**src/rtl/chan_deserializer_if.sv**
```systemverilog
// Link bundle between a serial function-unit output, the deserializer,
// and the per-channel input-buffer write ports of the downstream stage.
interface chan_deserializer_if #(
  parameter int CHANNELS = 96,
  parameter int DATA_W   = 2
);
  logic                             i_valid;
  logic [DATA_W-1:0]                i_func_data;
  logic                             o_busy;
  logic                             i_down_busy;
  logic [CHANNELS-1:0]              o_ibuf_we;
  logic [CHANNELS-1:0][DATA_W-1:0]  o_ibuf_wr_data;
  logic                             o_start;
  logic                             o_frame_done;

  // Deserializer side
  modport slave (
    input  i_valid, i_func_data, i_down_busy,
    output o_busy, o_ibuf_we, o_ibuf_wr_data, o_start, o_frame_done
  );

  // Environment side: the upstream producer and the downstream consumer
  modport master (
    output i_valid, i_func_data, i_down_busy,
    input  o_busy, o_ibuf_we, o_ibuf_wr_data, o_start, o_frame_done
  );
endinterface

```
**src/rtl/chan_deserializer.sv**
```systemverilog
// Collects CHANNELS serial values into a shadow register. It then writes
// all values to the downstream per-channel ibufs in one cycle and pulses
// start. Upstream is back-pressured from the last accepted value until
// the start pulse is issued.
module chan_deserializer #(
  parameter int CHANNELS  = 96,
  parameter int DATA_W    = 2,
  parameter int IMG_WIDTH = 55
) (
  input  logic               clk,
  input  logic               rst,
  chan_deserializer_if.slave bus
);

  localparam int CH_W  = (CHANNELS > 1) ? $clog2(CHANNELS) : 1;
  localparam int PIX_W = (IMG_WIDTH * IMG_WIDTH > 1) ? $clog2(IMG_WIDTH * IMG_WIDTH) : 1;

  localparam logic [CH_W-1:0]  CH_LAST  = CH_W'(CHANNELS - 1);
  localparam logic [PIX_W-1:0] PIX_LAST = PIX_W'(IMG_WIDTH * IMG_WIDTH - 1);

  localparam logic [1:0] S_COLLECT = 2'd0;
  localparam logic [1:0] S_WRITE   = 2'd1;
  localparam logic [1:0] S_START   = 2'd2;

  logic [1:0]                      r_state;
  logic [CH_W-1:0]                 r_ch_cnt;
  logic [PIX_W-1:0]                r_pix_cnt;
  logic [CHANNELS-1:0][DATA_W-1:0] r_shadow;
  logic [CHANNELS-1:0]             r_ibuf_we;
  logic [CHANNELS-1:0][DATA_W-1:0] r_wr_data;
  logic                            r_start;
  logic                            r_frame_done;

  logic w_busy;
  logic w_accept;

  // Back-pressure is combinational so upstream sees it in the same cycle
  assign w_busy   = (r_state != S_COLLECT);
  assign w_accept = bus.i_valid && !w_busy;

  assign bus.o_busy         = w_busy;
  assign bus.o_ibuf_we      = r_ibuf_we;
  assign bus.o_ibuf_wr_data = r_wr_data;
  assign bus.o_start        = r_start;
  assign bus.o_frame_done   = r_frame_done;

  // Collect -> write -> start sequencing, with the channel and pixel counters
  always_ff @(posedge clk or posedge rst) begin
    if (rst) begin
      r_state      <= S_COLLECT;
      r_ch_cnt     <= '0;
      r_pix_cnt    <= '0;
      r_shadow     <= '0;
      r_ibuf_we    <= '0;
      r_wr_data    <= '0;
      r_start      <= 1'b0;
      r_frame_done <= 1'b0;
    end else begin
      r_ibuf_we    <= '0;
      r_start      <= 1'b0;
      r_frame_done <= 1'b0;
      case (r_state)
        S_COLLECT: begin
          if (w_accept) begin
            r_shadow[r_ch_cnt] <= bus.i_func_data;
            if (r_ch_cnt == CH_LAST) begin
              r_ch_cnt <= '0;
              r_state  <= S_WRITE;
            end else begin
              r_ch_cnt <= r_ch_cnt + CH_W'(1);
            end
          end
        end
        S_WRITE: begin
          // A busy downstream stalls here indefinitely; the write data register keeps the previous pixel
          if (!bus.i_down_busy) begin
            r_ibuf_we <= '1;
            r_wr_data <= r_shadow;
            r_state   <= S_START;
          end
        end
        S_START: begin
          r_start <= 1'b1;
          if (r_pix_cnt == PIX_LAST) begin
            r_frame_done <= 1'b1;
            r_pix_cnt    <= '0;
          end else begin
            r_pix_cnt <= r_pix_cnt + PIX_W'(1);
          end
          r_state <= S_COLLECT;
        end
        default: r_state <= S_COLLECT;
      endcase
    end
  end

endmodule

```
**src/flat_wrapper.sv**
```systemverilog
// flat-port wrapper written by rule: the top's interface ports become plain ports
module chan_deserializer_flat 
#(
  parameter int CHANNELS  = 96,
  parameter int DATA_W    = 2,
  parameter int IMG_WIDTH = 55
)
  (clk, rst, bus_i_valid, bus_i_func_data, bus_i_down_busy, bus_o_busy, bus_o_ibuf_we, bus_o_ibuf_wr_data, bus_o_start, bus_o_frame_done);
  chan_deserializer_if #(.CHANNELS(CHANNELS), .DATA_W(DATA_W)) bus_i ();
  input  logic clk;
  input  logic rst;
  input wire logic [$bits(bus_i.i_valid)-1:0] bus_i_valid;
  input wire logic [$bits(bus_i.i_func_data)-1:0] bus_i_func_data;
  input wire logic [$bits(bus_i.i_down_busy)-1:0] bus_i_down_busy;
  output wire logic [$bits(bus_i.o_busy)-1:0] bus_o_busy;
  output wire logic [$bits(bus_i.o_ibuf_we)-1:0] bus_o_ibuf_we;
  output wire logic [$bits(bus_i.o_ibuf_wr_data)-1:0] bus_o_ibuf_wr_data;
  output wire logic [$bits(bus_i.o_start)-1:0] bus_o_start;
  output wire logic [$bits(bus_i.o_frame_done)-1:0] bus_o_frame_done;
  assign bus_i.i_valid = bus_i_valid;
  assign bus_i.i_func_data = bus_i_func_data;
  assign bus_i.i_down_busy = bus_i_down_busy;
  assign bus_o_busy = bus_i.o_busy;
  assign bus_o_ibuf_we = bus_i.o_ibuf_we;
  assign bus_o_ibuf_wr_data = bus_i.o_ibuf_wr_data;
  assign bus_o_start = bus_i.o_start;
  assign bus_o_frame_done = bus_i.o_frame_done;
  chan_deserializer #(.CHANNELS(CHANNELS), .DATA_W(DATA_W), .IMG_WIDTH(IMG_WIDTH)) u_core (.clk(clk), .rst(rst), .bus(bus_i));
endmodule
```
**config.mk**
```make
export PLATFORM = sky130hd
export DESIGN_NAME = chan_deserializer_flat
export DESIGN_NICKNAME = d
export VERILOG_FILES = /design/src/rtl/chan_deserializer_if.sv /design/src/rtl/chan_deserializer.sv /design/src/flat_wrapper.sv
export SDC_FILE = /design/constraint.sdc
export NUM_CORES = 1
export LEC_CHECK = 0
export BUFFER_PORTS_ARGS = -buffer_cell sky130_fd_sc_hd__buf_2
export CAP_MARGIN = 20
export CORE_UTILIZATION = 35
export DETAILED_ROUTE_END_ITERATION = 8
export SETUP_SLACK_MARGIN = 0.3
export SYNTH_ARGS = -nofsm -noshare
export SYNTH_HDL_FRONTEND = slang
export SYNTH_SLANG_ARGS = --single-unit
```
**constraint.sdc**
```tcl
create_clock -name clk -period 36.3 [get_ports clk]
set_input_delay 1.815 -clock clk [delete_from_list [all_inputs] [get_ports clk]]
set_output_delay 1.815 -clock clk [all_outputs]
set_load 0.005 [all_outputs]
```
==> impl_metrics.xml <==
<?xml version="1.0" encoding="UTF-8"?>
<metrics>
  <group name="die">
    <metric name="core_area" unit="µm²">47000</metric>
    <metric name="i_o_pins" unit="">297</metric>
    <metric name="rows" unit="">79</metric>
    <metric name="initial_core_util" unit="%">35.8</metric>
    <metric name="die_area" unit="µm²">48900</metric>
    <metric name="vertical_extent_of_the_die" unit="µm">221</metric>
    <metric name="dieWidth" unit="µm">221</metric>
  </group>
  <group name="drt">
    <metric name="route.met2.wl" unit="µm">18100</metric>
    <metric name="drt.antenna.violating_nets" unit="">0</metric>
    <metric name="drtPass1Iterations" unit="">4</metric>
    <metric name="route.final.wire_length" unit="µm">38200</metric>
    <metric name="num_vias" unit="">9486</metric>
    <metric name="drt-wirelength-per-cell" unit="µm">19.1</metric>
    <metric name="wl_met3" unit="µm">1860</metric>
    <metric name="drt-initial-drc-count" unit="">386</metric>
    <metric name="top_layer" unit="">met4</metric>
    <metric name="vias_per_cell" unit="">4.75</metric>
    <metric name="met1Wirelength" unit="µm">17200</metric>
    <metric name="drc" unit="">0</metric>
  </group>
  <group name="clock_tree">
    <metric name="postCtsSetupBuffers" unit="">0</metric>
    <metric name="clkTransAtPathRegs" unit="ns">0.06</metric>
    <metric name="clockBufferDepth" unit="">3</metric>
    <metric name="clock_latency" unit="ns">0.56</metric>
    <metric name="ctsHtreeMaxLevel" unit="">2</metric>
    <metric name="cell_at_the_root_of_the_clock_tree" unit="">clkbuf_16</metric>
    <metric name="cts_inserted_buffers" unit="">43</metric>
    <metric name="tritoncts_clock_tree" unit="">yes</metric>
    <metric name="cts_sinks" unit="">408</metric>
    <metric name="ctsResizeCount" unit="">0</metric>
    <metric name="ctsHoldBuffers" unit="">0</metric>
  </group>
  <group name="timing">
    <metric name="maxSlewViolCount" unit="">0</metric>
    <metric name="max_slew_margin_vs_limit" unit="%">30.9</metric>
    <metric name="final_setup_skew" unit="ns">0.0216</metric>
    <metric name="final.min_clock_period" unit="ns">3.91</metric>
    <metric name="grt_setup_unrepaired" unit="">no</metric>
    <metric name="achievable-frequency" unit="MHz">256</metric>
    <metric name="post-route-worst-setup-slack" unit="ns">32.39</metric>
    <metric name="setup_tns" unit="ns">0</metric>
    <metric name="tightest_slew" unit="ns">1.04</metric>
    <metric name="finalHoldViolCount" unit="">0</metric>
    <metric name="crit_share_post_route" unit="%">10.8</metric>
    <metric name="setup_viols_final" unit="">0</metric>
  </group>
  <group name="yosys">
    <metric name="synth_enable_flop_cells" unit="">0</metric>
    <metric name="ys.warnings.count" unit="">0</metric>
    <metric name="ys_seq_elements" unit="">408</metric>
    <metric name="synthesis.area_per_instance" unit="µm²">14.6</metric>
    <metric name="share_of_flip_flops_with_an_asynchronous_set_or_reset" unit="%">100</metric>
    <metric name="synth.net_count" unit="">1160</metric>
    <metric name="netlist_area" unit="µm²">16800</metric>
    <metric name="postSynth.topFlopCell" unit="">dfrtp_1</metric>
    <metric name="synth.lib_cells_used.distinct" unit="">46</metric>
    <metric name="post_synth_inst_count" unit="">1151</metric>
    <metric name="ys_seq_area_share" unit="%">60.8</metric>
  </group>
  <group name="critical_path">
    <metric name="worst_path_dominant_cell_family" unit="">buffers and inverters</metric>
    <metric name="critical_path_required" unit="ns">36.75</metric>
    <metric name="critical_path.reg2reg.startpoint" unit="">u_core.r_state[0]</metric>
    <metric name="critical-path-max-stage-delay" unit="ns">0.87</metric>
    <metric name="worstPathArrival" unit="ns">4.36</metric>
    <metric name="capturing_element_type_of_the_critical_path" unit="">flop</metric>
    <metric name="timing.critical_path.from" unit="">bus_i_down_busy</metric>
    <metric name="regToRegSetupSlack" unit="ns">33.09</metric>
    <metric name="critPathMostFrequentCell" unit="">buf_4</metric>
    <metric name="timing.critical_path.from_type" unit="">input pin</metric>
    <metric name="timing.setup.critical_path_class" unit="">input pin to flop</metric>
    <metric name="path_cells" unit="">buf_2 &gt; nor3b_4 &gt; buf_4 &gt; buf_4 &gt; mux2_2</metric>
    <metric name="worst_path_max_delay_cell" unit="">buf_4</metric>
    <metric name="crit_fanout" unit="">75</metric>
    <metric name="worstPathBufferInverterCount" unit="">3</metric>
  </group>
  <group name="global_routing">
    <metric name="track_usage" unit="%">15.9</metric>
    <metric name="grt_max_degree" unit="">113</metric>
    <metric name="wire_length_of_the_first_global_routing_pass" unit="µm">60100</metric>
    <metric name="antenna_found_initial" unit="">2</metric>
    <metric name="first_global_vias" unit="">9947</metric>
    <metric name="globalRouteOverflowTotal" unit="">0</metric>
  </group>
  <group name="status">
    <metric name="run_status" unit="">complete, no violations</metric>
  </group>
  <group name="layout">
    <metric name="finish.instance_area" unit="µm²">19700</metric>
    <metric name="seq_area" unit="µm²">10200</metric>
    <metric name="nFillCells" unit="">4331</metric>
    <metric name="drive_above_1_share" unit="%">55.1</metric>
    <metric name="area_occupied_by_multi_input_gates" unit="µm²">5610</metric>
    <metric name="areaGrowthSynthToFinish" unit="%">17.2</metric>
    <metric name="final_nets" unit="">1367</metric>
  </group>
  <group name="place">
    <metric name="place.port_buffers" unit="">296</metric>
    <metric name="detailed_place.area" unit="µm²">18200</metric>
    <metric name="routability_driven_placement_congestion_ratio" unit="">0.712</metric>
    <metric name="dp_hpwl" unit="µm">23900</metric>
    <metric name="place_worst_setup_slack" unit="ns">31.35</metric>
  </group>
  <group name="power_and_ir_drop">
    <metric name="power.ir.vdd_worst" unit="V">0.0000337</metric>
    <metric name="p_leak" unit="µW">0.0107</metric>
    <metric name="power_per_cell_area" unit="nW/µm²">53.3</metric>
  </group>
  <group name="worst_hold_path">
    <metric name="min_path_type" unit="">flop to flop</metric>
    <metric name="worstHoldStart" unit="">u_core.r_shadow[30]</metric>
  </group>
  <group name="run">
    <metric name="maxCapViolCount" unit="">0</metric>
  </group>
</metrics>
==> power by group <==
| group | switching [µW] | internal, µW |
|---|---|---|
| combinational | 55.0 | 41.0 |
| clock | 180 | 253 |
| sequential | 26.5 | 494 |
==> registers in the layout (all words and copies together) (netlist names) <==
register / flops
u_core.r_state: 2
u_core.bus.o_ibuf_wr_data: 192
u_core.bus.o_ibuf_we: 1
u_core.bus.o_start: 1
u_core.r_pix_cnt: 12
u_core.r_shadow: 192
u_core.bus.o_frame_done: 1
u_core.r_ch_cnt: 7
==> cells by family after synthesis <==
family | synth area share, %
flip-flops | 60.8
multiplexers | 26.3
AND/OR/NAND/NOR | 5.71
buffers and inverters | 5.98
XOR/XNOR | 0.730
AO/OA/AOI/OAI | 0.298
adder cells (fa/ha/maj) | 0.224
==> layout make-up <==
cell class                      count  area share [%]
Antenna cell                        1          0.0127
Clock buffer                       66            6.57
Multi-Input combinational cell    585            28.5
Timing Repair Buffer              315            8.52
Inverter                            5           0.133
Tap cell                          607            3.86
Clock inverter                     10           0.521
Sequential cell                   408            51.9
==> cell usage in the layout, fill, tap and decap left out, types with 2 or more instances in the layout <==
cell type and n:
nor3b_1 2, and4_1 3, buf_4 17, nor2_2 2
ha_1 3, nor3_2 11, nor2b_1 7, clkbuf_8 13
nand2b_1 7, nand3b_1 3, nor2_1 19, clkbuf_1 10
nor3_1 4, nand2_1 85, clkinv_2 4, mux2_1 31
buf_16 2, nand4_1 5, nor4_2 2, xnor2_1 8
mux2_4 20, nand2_4 10, o21ai_0 4, mux2_2 333
clkbuf_16 43, buf_2 294, inv_1 4, dfrtp_1 407
xor2_1 6, nand3_1 3, clkinvlp_4 2
==> per-stage QoR <==
stage	utilization [%]	power, µW	hold WS [ns]	instances
after CTS	41.8	1060	0.487	1992
after global routing	41.9	1100	0.508	1997
final	41.9	1050	0.485	1997
after floorplan	-	590	0.452	1151
after detailed placement	38.8	626	0.478	1916
after global placement	38.8	621	0.470	1916
==> synth_stat cells (2+ instances only) <==
master | n | area, µm²
inv_1 | 5 | 18.8
mux2_2 | 333 | 3750
buf_4 | 96 | 721
clkbuf_1 | 28 | 105
nor2_2 | 2 | 12.5
nor2_1 | 20 | 75.1
nand2b_1 | 7 | 43.8
dfrtp_1 | 408 | 10200
nor3_2 | 8 | 80.1
xnor2_1 | 8 | 70.1
nand3_1 | 3 | 15.0
and4_1 | 3 | 26.3
nand2_1 | 85 | 319
nor3_1 | 7 | 35.0
nand4_1 | 5 | 31.3
o21ai_0 | 4 | 20.0
buf_2 | 26 | 130
nand2_4 | 10 | 113
nor3b_1 | 2 | 15.0
nand3b_1 | 3 | 22.5
ha_1 | 3 | 37.5
mux2_1 | 31 | 349
xor2_1 | 6 | 52.6
mux2_4 | 20 | 300
nor2b_1 | 7 | 43.8
==> final timing paths <==
path / cells past startpoint / to
min in group asynchronous: 2 / u_core.bus.o_ibuf_wr_data[181]
max reg2reg: 4 / u_core.bus.o_ibuf_wr_data[131]
min reg2reg: 1 / u_core.bus.o_ibuf_wr_data[30]
min: 1 / u_core.bus.o_ibuf_wr_data[30]
max: 5 / u_core.bus.o_ibuf_wr_data[131]
max in group asynchronous: 5 / u_core.r_shadow[85]
==> metal layers <==
metal  vias up  GRT usage, %
met5         -             0
met4         0          5.98
met3        65          3.55
met2       231          26.1
met1      4903          20.6
li1       4287             -
Note: power is estimated with default switching activity, not from simulation.
